==> config.mk <==
export PLATFORM = sky130hd
export DESIGN_NAME = seq101_tx_flat
export DESIGN_NICKNAME = d
export VERILOG_FILES = /design/src/rtl/seq101_tx_if.sv /design/src/rtl/seq101_tx.sv /design/src/flat_wrapper.sv
export SDC_FILE = /design/constraint.sdc
export NUM_CORES = 1
export LEC_CHECK = 0
export CAP_MARGIN = 10
export CORE_AREA = 3 3 50 43
export CTS_BUF_LIST = sky130_fd_sc_hd__clkbuf_8
export CTS_CLUSTER_DIAMETER = 80
export DETAILED_ROUTE_END_ITERATION = 8
export DIE_AREA = 0 0 53 46
export PLACE_DENSITY = 0.83
export SLEW_MARGIN = 20
export SYNTH_ARGS = -nofsm -noshare
export SYNTH_HDL_FRONTEND = slang
export SYNTH_SLANG_ARGS = --single-unit
export TNS_END_PERCENT = 50
==> constraint.sdc <==
create_clock -name clk -period 3.7 [get_ports clk]
set_clock_uncertainty 0.2 [all_clocks]
set_input_delay 0.925 -clock clk [delete_from_list [all_inputs] [get_ports clk]]
set_output_delay 0.925 -clock clk [all_outputs]
set_load 0.05 [all_outputs]
==> src/rtl/seq101_tx_if.sv <==
`default_nettype none
// ============================================================================
// Module  : seq101_tx_if
// Brief   : Load handshake and serial output bundle for seq101_tx.
// Revision: 1.0 - initial release
// ============================================================================
interface seq101_tx_if #(
    parameter int DATA_W = 8
);
    logic              load_valid;
    logic [DATA_W-1:0] load_data;
    logic              load_ready;
    logic              dout;
    logic              dout_en;
    logic              busy;
    logic              done;

    modport master (
        output load_valid, load_data,
        input  load_ready, dout, dout_en, busy, done
    );

    modport slave (
        input  load_valid, load_data,
        output load_ready, dout, dout_en, busy, done
    );
endinterface
`default_nettype wire

==> src/rtl/seq101_tx.sv <==
`default_nettype none
// ============================================================================
// Module  : seq101_tx
// Brief   : Serial frame transmitter: preamble "101", then payload MSB-first,
//           optional even-parity bit (macro SEQ101_TX_PARITY_EN), then idle gap.
// Revision: 1.0 - initial release
// ============================================================================
module seq101_tx #(
    parameter int DATA_W  = 8,
    parameter int GAP_CYC = 2
) (
    input  wire logic   clk,
    input  wire logic   rst,
    seq101_tx_if.slave  bus
);
    localparam int BCW = $clog2(DATA_W + 1);
    // Auxiliary counter times the preamble (3 cycles) and the gap.
    localparam int ACW = (GAP_CYC > 4) ? $clog2(GAP_CYC) : 2;

    localparam logic [4:0] c_IDLE = 5'b00001;
    localparam logic [4:0] c_PRE  = 5'b00010;
    localparam logic [4:0] c_DATA = 5'b00100;
`ifdef SEQ101_TX_PARITY_EN
    localparam logic [4:0] c_PAR  = 5'b01000;
`endif
    localparam logic [4:0] c_GAP  = 5'b10000;

    localparam logic [BCW-1:0] c_BIT_LAST = BCW'(DATA_W - 1);
    localparam logic [ACW-1:0] c_PRE_LAST = ACW'(2);
    localparam logic [ACW-1:0] c_GAP_LAST = ACW'(GAP_CYC - 1);

    logic [4:0]        r_state;
    logic [DATA_W-1:0] r_shift;
    logic [BCW-1:0]    r_bit_cnt;
    logic [ACW-1:0]    r_aux_cnt;
`ifdef SEQ101_TX_PARITY_EN
    logic              r_par;
`endif

    logic w_ready;
    logic w_dout;
    logic w_dout_en;
    logic w_busy;
    logic w_done;

    always_ff @(posedge clk or posedge rst) begin
        if (rst) begin
            r_state   <= c_IDLE;
            r_shift   <= '0;
            r_bit_cnt <= '0;
            r_aux_cnt <= '0;
`ifdef SEQ101_TX_PARITY_EN
            r_par     <= 1'b0;
`endif
        end else begin
            case (r_state)
                c_IDLE: begin
                    if (bus.load_valid) begin
                        r_shift   <= bus.load_data;
`ifdef SEQ101_TX_PARITY_EN
                        r_par     <= ^bus.load_data;
`endif
                        r_aux_cnt <= c_PRE_LAST;
                        r_state   <= c_PRE;
                    end
                end
                c_PRE: begin
                    if (r_aux_cnt == '0) begin
                        r_bit_cnt <= c_BIT_LAST;
                        r_state   <= c_DATA;
                    end else begin
                        r_aux_cnt <= r_aux_cnt - 1'b1;
                    end
                end
                c_DATA: begin
                    r_shift <= r_shift << 1;
                    if (r_bit_cnt == '0) begin
`ifdef SEQ101_TX_PARITY_EN
                        r_state   <= c_PAR;
`else
                        r_aux_cnt <= c_GAP_LAST;
                        r_state   <= c_GAP;
`endif
                    end else begin
                        r_bit_cnt <= r_bit_cnt - 1'b1;
                    end
                end
`ifdef SEQ101_TX_PARITY_EN
                c_PAR: begin
                    r_aux_cnt <= c_GAP_LAST;
                    r_state   <= c_GAP;
                end
`endif
                c_GAP: begin
                    if (r_aux_cnt == '0) begin
                        r_state <= c_IDLE;
                    end else begin
                        r_aux_cnt <= r_aux_cnt - 1'b1;
                    end
                end
                default: r_state <= c_IDLE;
            endcase
        end
    end

    // Moore decode; any non-legal encoding yields reset-value outputs.
    always_comb begin
        w_ready   = 1'b0;
        w_dout    = 1'b0;
        w_dout_en = 1'b0;
        w_busy    = 1'b0;
        w_done    = 1'b0;
        case (r_state)
            c_IDLE: w_ready = 1'b1;
            c_PRE: begin
                w_dout    = ~r_aux_cnt[0];
                w_dout_en = 1'b1;
                w_busy    = 1'b1;
            end
            c_DATA: begin
                w_dout    = r_shift[DATA_W-1];
                w_dout_en = 1'b1;
                w_busy    = 1'b1;
            end
`ifdef SEQ101_TX_PARITY_EN
            c_PAR: begin
                w_dout    = r_par;
                w_dout_en = 1'b1;
                w_busy    = 1'b1;
            end
`endif
            c_GAP: begin
                w_busy = 1'b1;
                w_done = (r_aux_cnt == '0);
            end
            default: ;
        endcase
    end

    assign bus.load_ready = w_ready & ~rst;
    assign bus.dout       = w_dout;
    assign bus.dout_en    = w_dout_en;
    assign bus.busy       = w_busy;
    assign bus.done       = w_done;
endmodule
`default_nettype wire

==> src/flat_wrapper.sv <==
// flat-port wrapper written by rule: the top's interface ports become plain ports
module seq101_tx_flat 
#(
    parameter int DATA_W  = 8,
    parameter int GAP_CYC = 2
)
  (clk, rst, bus_load_valid, bus_load_data, bus_load_ready, bus_dout, bus_dout_en, bus_busy, bus_done);
  seq101_tx_if #(.DATA_W(DATA_W)) bus_i ();
  input  wire logic clk;
  input  wire logic rst;
  input wire logic [$bits(bus_i.load_valid)-1:0] bus_load_valid;
  input wire logic [$bits(bus_i.load_data)-1:0] bus_load_data;
  output wire logic [$bits(bus_i.load_ready)-1:0] bus_load_ready;
  output wire logic [$bits(bus_i.dout)-1:0] bus_dout;
  output wire logic [$bits(bus_i.dout_en)-1:0] bus_dout_en;
  output wire logic [$bits(bus_i.busy)-1:0] bus_busy;
  output wire logic [$bits(bus_i.done)-1:0] bus_done;
  assign bus_i.load_valid = bus_load_valid;
  assign bus_i.load_data = bus_load_data;
  assign bus_load_ready = bus_i.load_ready;
  assign bus_dout = bus_i.dout;
  assign bus_dout_en = bus_i.dout_en;
  assign bus_busy = bus_i.busy;
  assign bus_done = bus_i.done;
  seq101_tx #(.DATA_W(DATA_W), .GAP_CYC(GAP_CYC)) u_core (.clk(clk), .rst(rst), .bus(bus_i));
endmodule
; After elaboration in Yosys (flattened, before gate mapping)
; Index checks and enable logic that the tools add are counted.
[totals]
wordCells = 50
reg_bits = 19
out_inout_bits = 5
in_bits = 11
[op_classes]
muxes = 19
n_addsub = 2
n_reduce_logical = 12
n_eq_ne = 10
bitwise_logic = 3
[ops]
columns = op, n
row1 = 5-bit two-way mux, 4
row2 = 5-bit case mux with 4 select lines, 1
row3 = 8-bit case mux with 2 select lines, 1
row4 = 4-bit two-way mux, 2
row5 = 8-bit two-way mux, 1
row6 = 4-bit case mux with 2 select lines, 1
row7 = 4-bit AND reduction, 2
row8 = 2-bit two-way mux, 3
row9 = "2-bit by 1-bit inequality test with 1-bit output, second input constant", 3
row10 = "2-bit inequality test, second input constant", 3
row11 = 2-bit case mux with 3 select lines, 1
row12 = "5-bit by 1-bit == test with 1-bit output, second input constant", 1
row13 = "5-bit by 2-bit == test with 1-bit output, second input constant", 1
row14 = "5-bit by 3-bit == test with 1-bit output, second input constant", 1
row15 = "5-bit == test, second input constant", 1
row16 = 4-bit zero test, 1
row17 = 1-bit two-way mux, 4
row18 = 2-bit nonzero test, 2
row19 = 2-bit OR reduction, 2
row20 = "4-bit by 1-bit subtractor with 4-bit output, second input constant", 1
row21 = 3-bit AND reduction, 1
row22 = 3-bit nonzero test, 1
row23 = 3-bit OR reduction, 1
row24 = 2-bit zero test, 1
row25 = other kinds (5), 6

; Longest topological paths before layout
[logic_depth]
word_depth = 4
mapped_depth = 6

; Worst setup path before layout
; Ideal clock, no wire load.
[synth_path]
path_type = reg2out
from = register u_core.r_state[2]
to = output bus_dout
slack_ns = 0.826
stages_incl_launch_ff = 5
path_buffers = 1
required_ns = 2.575
t_arrival_ns = 1.749
cell_sequence = dfrtp_1 buf_2 nor3_1 a31oi_1 nor3_1
[synth_between]
elab_chain_cells = 2
elab_cells_between_ends = 3
classes_between = 2 x eq/ne / 1 x mux
[synth_lines]
columns = element, line
row1 = start: declaration, seq101_tx.sv:32  ; logic [4:0] r_state;
row2 = start signal: assignment, seq101_tx.sv:48  ; r_state <= c_IDLE;
row3 = start signal: assignment, seq101_tx.sv:64  ; r_state <= c_PRE;
row4 = start signal: assignment, seq101_tx.sv:70  ; r_state <= c_DATA;
row5 = 5-bit by 3-bit == test with 1-bit output or 5-bit by 2-bit == test with 1-bit output (tied branches), seq101_tx.sv:113  ; case (r_state)
row6 = 1-bit case mux with 2 select lines *, seq101_tx.sv:113
row7 = end: declaration, flat_wrapper.sv:14  ; output wire logic [$bits(bus_i.dout)-1:0] bus_dout;
; Mark *: on every way between the ends. The rest lies on a longest branch, timed or not.

; Final worst setup path
[layout_path]
from = register u_core.r_state[4]
to = output bus_busy
[layout_between]
elab_chain_cells = 3
elab_cells_between_ends = 5
classes_between = 3 x eq/ne / 1 x mux / 1 x reduce/logical
[layout_lines]
columns = element, line
row1 = "5-bit by 2-bit == test with 1-bit output, or another cell as far along", seq101_tx.sv:113
row2 = 3-bit OR reduction (no source line) *, -
row3 = 1-bit two-way mux *, seq101_tx.sv:113
row4 = end: declaration, flat_wrapper.sv:16  ; output wire logic [$bits(bus_i.busy)-1:0] bus_busy;
; Marked as above.

==> results.md <==
* Longest Clk Path Bufs at 2
* Dpl ws at 0.5295 ns
* Placed Cells at 134
* Synth async-reset ratio at 1.000
* Placed cell areas at 1115 um2
* Reg clk slew, reported paths at 0.07 ns
* Yosys reg bits at 18
* Area share of fa/ha/maj cells after synthesis at 0.02584
* CTS hold repair buffers at 0
* Switching portion of total power at 0.4050
* XOR/XNOR Fraction of Synth Area at 0.009044
* WS Path Type: reg -> out
* Avg WL per Cell at 13.32 um
* Hold wc startpoint: u_core.r_shift[4]
* Maximum clock rate at 290.3 MHz
* Distinct cells, synth at 34
* Top-count cell post-synth: nor2_1
* Outcome: complete, no violations
* Post-Synth Simple-Gate Area at 0.2468
* PnR worst setup slack at 0.2558 ns
* Initial antenna violation count at 0
* Design Area, Final at 1170 um2
* Worst-path fanout max at 13
* Die height at 46 um
* Seq/Total Area, Yosys at 0.4664
* Top post-synthesis cells by area: dfrtp_1 (44%), nor2_1 (7.0%), o22ai_1 (5.2%)
* CP endpoint kind: output pin
* DIE WIDTH at 53 um
* Min-Delay Path Class: reg -> reg
* Worst rel slew slack at 0.5496
* Final setup TNS at 0 ns
* Yosys top cell area share at 0.4393
* Core ar. at 1643 um2
* Worst setup path endpoint: bus_busy
* Final hold vios at 0
* Clk Latency, worst-skew pair at 0.25 ns
* DRT Pass-1 Iters at 4
* Multiplexer share of the synthesized area at 0.02326
* Worst hold margin at 0.3083 ns
* Via density at between 5 and 6
* Total Routed Length at 1.838 mm
* Number of setup violations in the final report at 0
* Post-synth top cells: nor2_1 (18), dfrtp_1 (17), nand2_1 (10), o22ai_1 (8), inv_1 (7)
* RSZ-0062 raised after global routing: no
* Synth-to-layout area growth at 20.80%
* DR DRC count at 0
* Crit Reg-Reg Endpoint: u_core.r_state[1]
* Max IR drop VDD at 0.4569 mV
* Sw Pwr at 372.6 uW
* Fin crit period at 3.444 ns
* Max-cap viol count at 0
* Vias in the first global route at 667
* H-tree Lvls at 1
* Nets@finish at between 100 and 150
* # Post-CTS Setup Buffers at 0
* Die area at 2438 um2
* Num rows at 13
* GP Congestion at 0.8495
* Initial DRC Count at 26
* IO Count at 16
* CP arrival at 2.32 ns
* Pleak at 0.0005206 uW
* Internal power at around 550 uW
* Setup crit start: u_core.r_state[4]
* Routed Antenna Nets at 0
* Required @ worst endpoint at 2.57 ns
* Fraction of layout cells with a size suffix above 1 at 0.1207
* Syn Nets at 114
* Post-Syn Instances at roughly 100
* Pwr Density at 786.5 nW/um2
* CTS tree: done
* Compound-gate portion of the synthesized area at 0.1718
* Combinational family with the most area after synthesis: simple AND/OR/NAND/NOR gates
* Vias at 785
* CP Launch Type: flip-flop
* Top FF cell, synth: dfrtp_1
* PostCTS Resize Cnt at 0
* GR Overflow Total at 0
* EDFF count, synth at 0
* Flop2flop setup slack at 1.74 ns
* ANT cells at 0
* Tcrit/Tclk final at 0.9309
* First-pass GRT wire length at 3.084 mm
* Logic pwr share at 0.431
* Post-synth top area cell: dfrtp_1
* Actual slew at the worst max-slew pin at approximately 0.67 ns
* Clock share of power at 0.172
* Reg power frac at 0.398
* Final HPWL DP at about 1.4 mm
* Pin count of the biggest net entering global routing at 19
* Layout Cells excl Fill at between 100 and 150
* Slew Viols, Final at 0
* Port Buf Inserts at 15
* Area of the mapped netlist at 968.4 um2
* Yosys synthesis warning count at 0
* CTS buffer count at 3
* Fillers at around 120
* Overall Global Routing Usage at 0.1776
* Sink Count at 18
* Synth Area per Inst at 9.588 um2
* R2R depth at 4
* Root Buffer: clkbuf_8
* Initial Utilization at 0.5895
* Reg2reg start: u_core.r_state[4]
-- worst max-delay path: stages (launching register included) --
cell and delay, ns:
dfrtp_1 0.49, or4b_4 0.68, nand2_1 0.09, clkdlybuf4s50_1 0.80
-- layout make-up --
cell class                      count  area [um2]  share of cell area
Multi-Input combinational cell     72       461.7              0.3947
Sequential cell                    18       451.7              0.3861
Timing Repair Buffer               15       147.6              0.1262
Clock buffer                        4       55.05             0.04706
Tap cell                           22       27.53             0.02353
Inverter                            7       26.28             0.02246
-- registers in the layout, indices dropped and copies added (netlist names) --
register          flops
u_core.r_shift        8
u_core.r_bit_cnt      4
u_core.r_state        4
u_core.r_aux_cnt      2
-- routing by layer --
| layer | wire length [um] | vias to the layer above | global-route usage | part of all wire |
|---|---|---|---|---|
| met5 | 0 | - | 0 | 0 |
| met2 | 850 | 21 | 0.2797 | 0.46 |
| li1 | - | 389 | - | - |
| met4 | 25 | 0 | 0.06122 | 0.014 |
| met1 | 863 | 371 | 0.2484 | 0.47 |
| met3 | 98 | 4 | 0.02951 | 0.053 |
-- cells in the final DEF (no fill, tap or decap), types with 2 or more instances in the layout --
master            n
nor2_1           18
dfrtp_1          17
clkdlybuf4s50_1  14
nand2_1          10
o22ai_1           8
inv_1             7
clkbuf_8          4
o211ai_1          3
nor3_1            3
nand3_1           2
nor2b_1           2
mux2_2            2
or4b_4            2
o21ai_0           2
a21o_1            2
ha_1              2
-- how the worst min path moves through the flow --
stage | cells past startpoint | end | slack (ns)
after floorplan | 2 | u_core.r_shift[1] | 0.27
after global placement | 2 | u_core.r_shift[6] | 0.28
after detailed placement | 2 | u_core.r_shift[2] | 0.30
after CTS | 2 | u_core.r_shift[2] | 0.31
after global routing | 2 | u_core.r_shift[6] | 0.36
final | 2 | u_core.r_shift[4] | 0.31
-- cells by family (layout without fill, tap and decap cells) --
kind of cell	after synthesis	in the layout
multiplexers	2	2
XOR/XNOR	1	1
adder cells (fa/ha/maj)	2	2
AND/OR/NAND/NOR	44	44
buffers and inverters	11	26
AO/OA/AOI/OAI	23	23
flip-flops	18	18
-- metrics by stage --
stage / util / power [uW]
finish: 0.7121 / 920.1
global route: 0.7121 / 995.5
CTS: 0.7121 / 926.4
detailed placement: 0.6786 / 768.5
global placement: 0.6786 / 748.6
floorplan: - / 668.9
-- power by group through the flow --
stage / Combinational, uW / Clock [uW] / Sequential, uW
3_3_place_gp: 387 / 0 / 362
4_1_cts: 400 / 161 / 365
3_5_place_dp: 399 / 0 / 369
2_1_floorplan: 337 / 0 / 332
5_1_grt: 441 / 173 / 381
6_report: 396 / 158 / 366
Note: power is estimated with default switching activity, not from simulation.
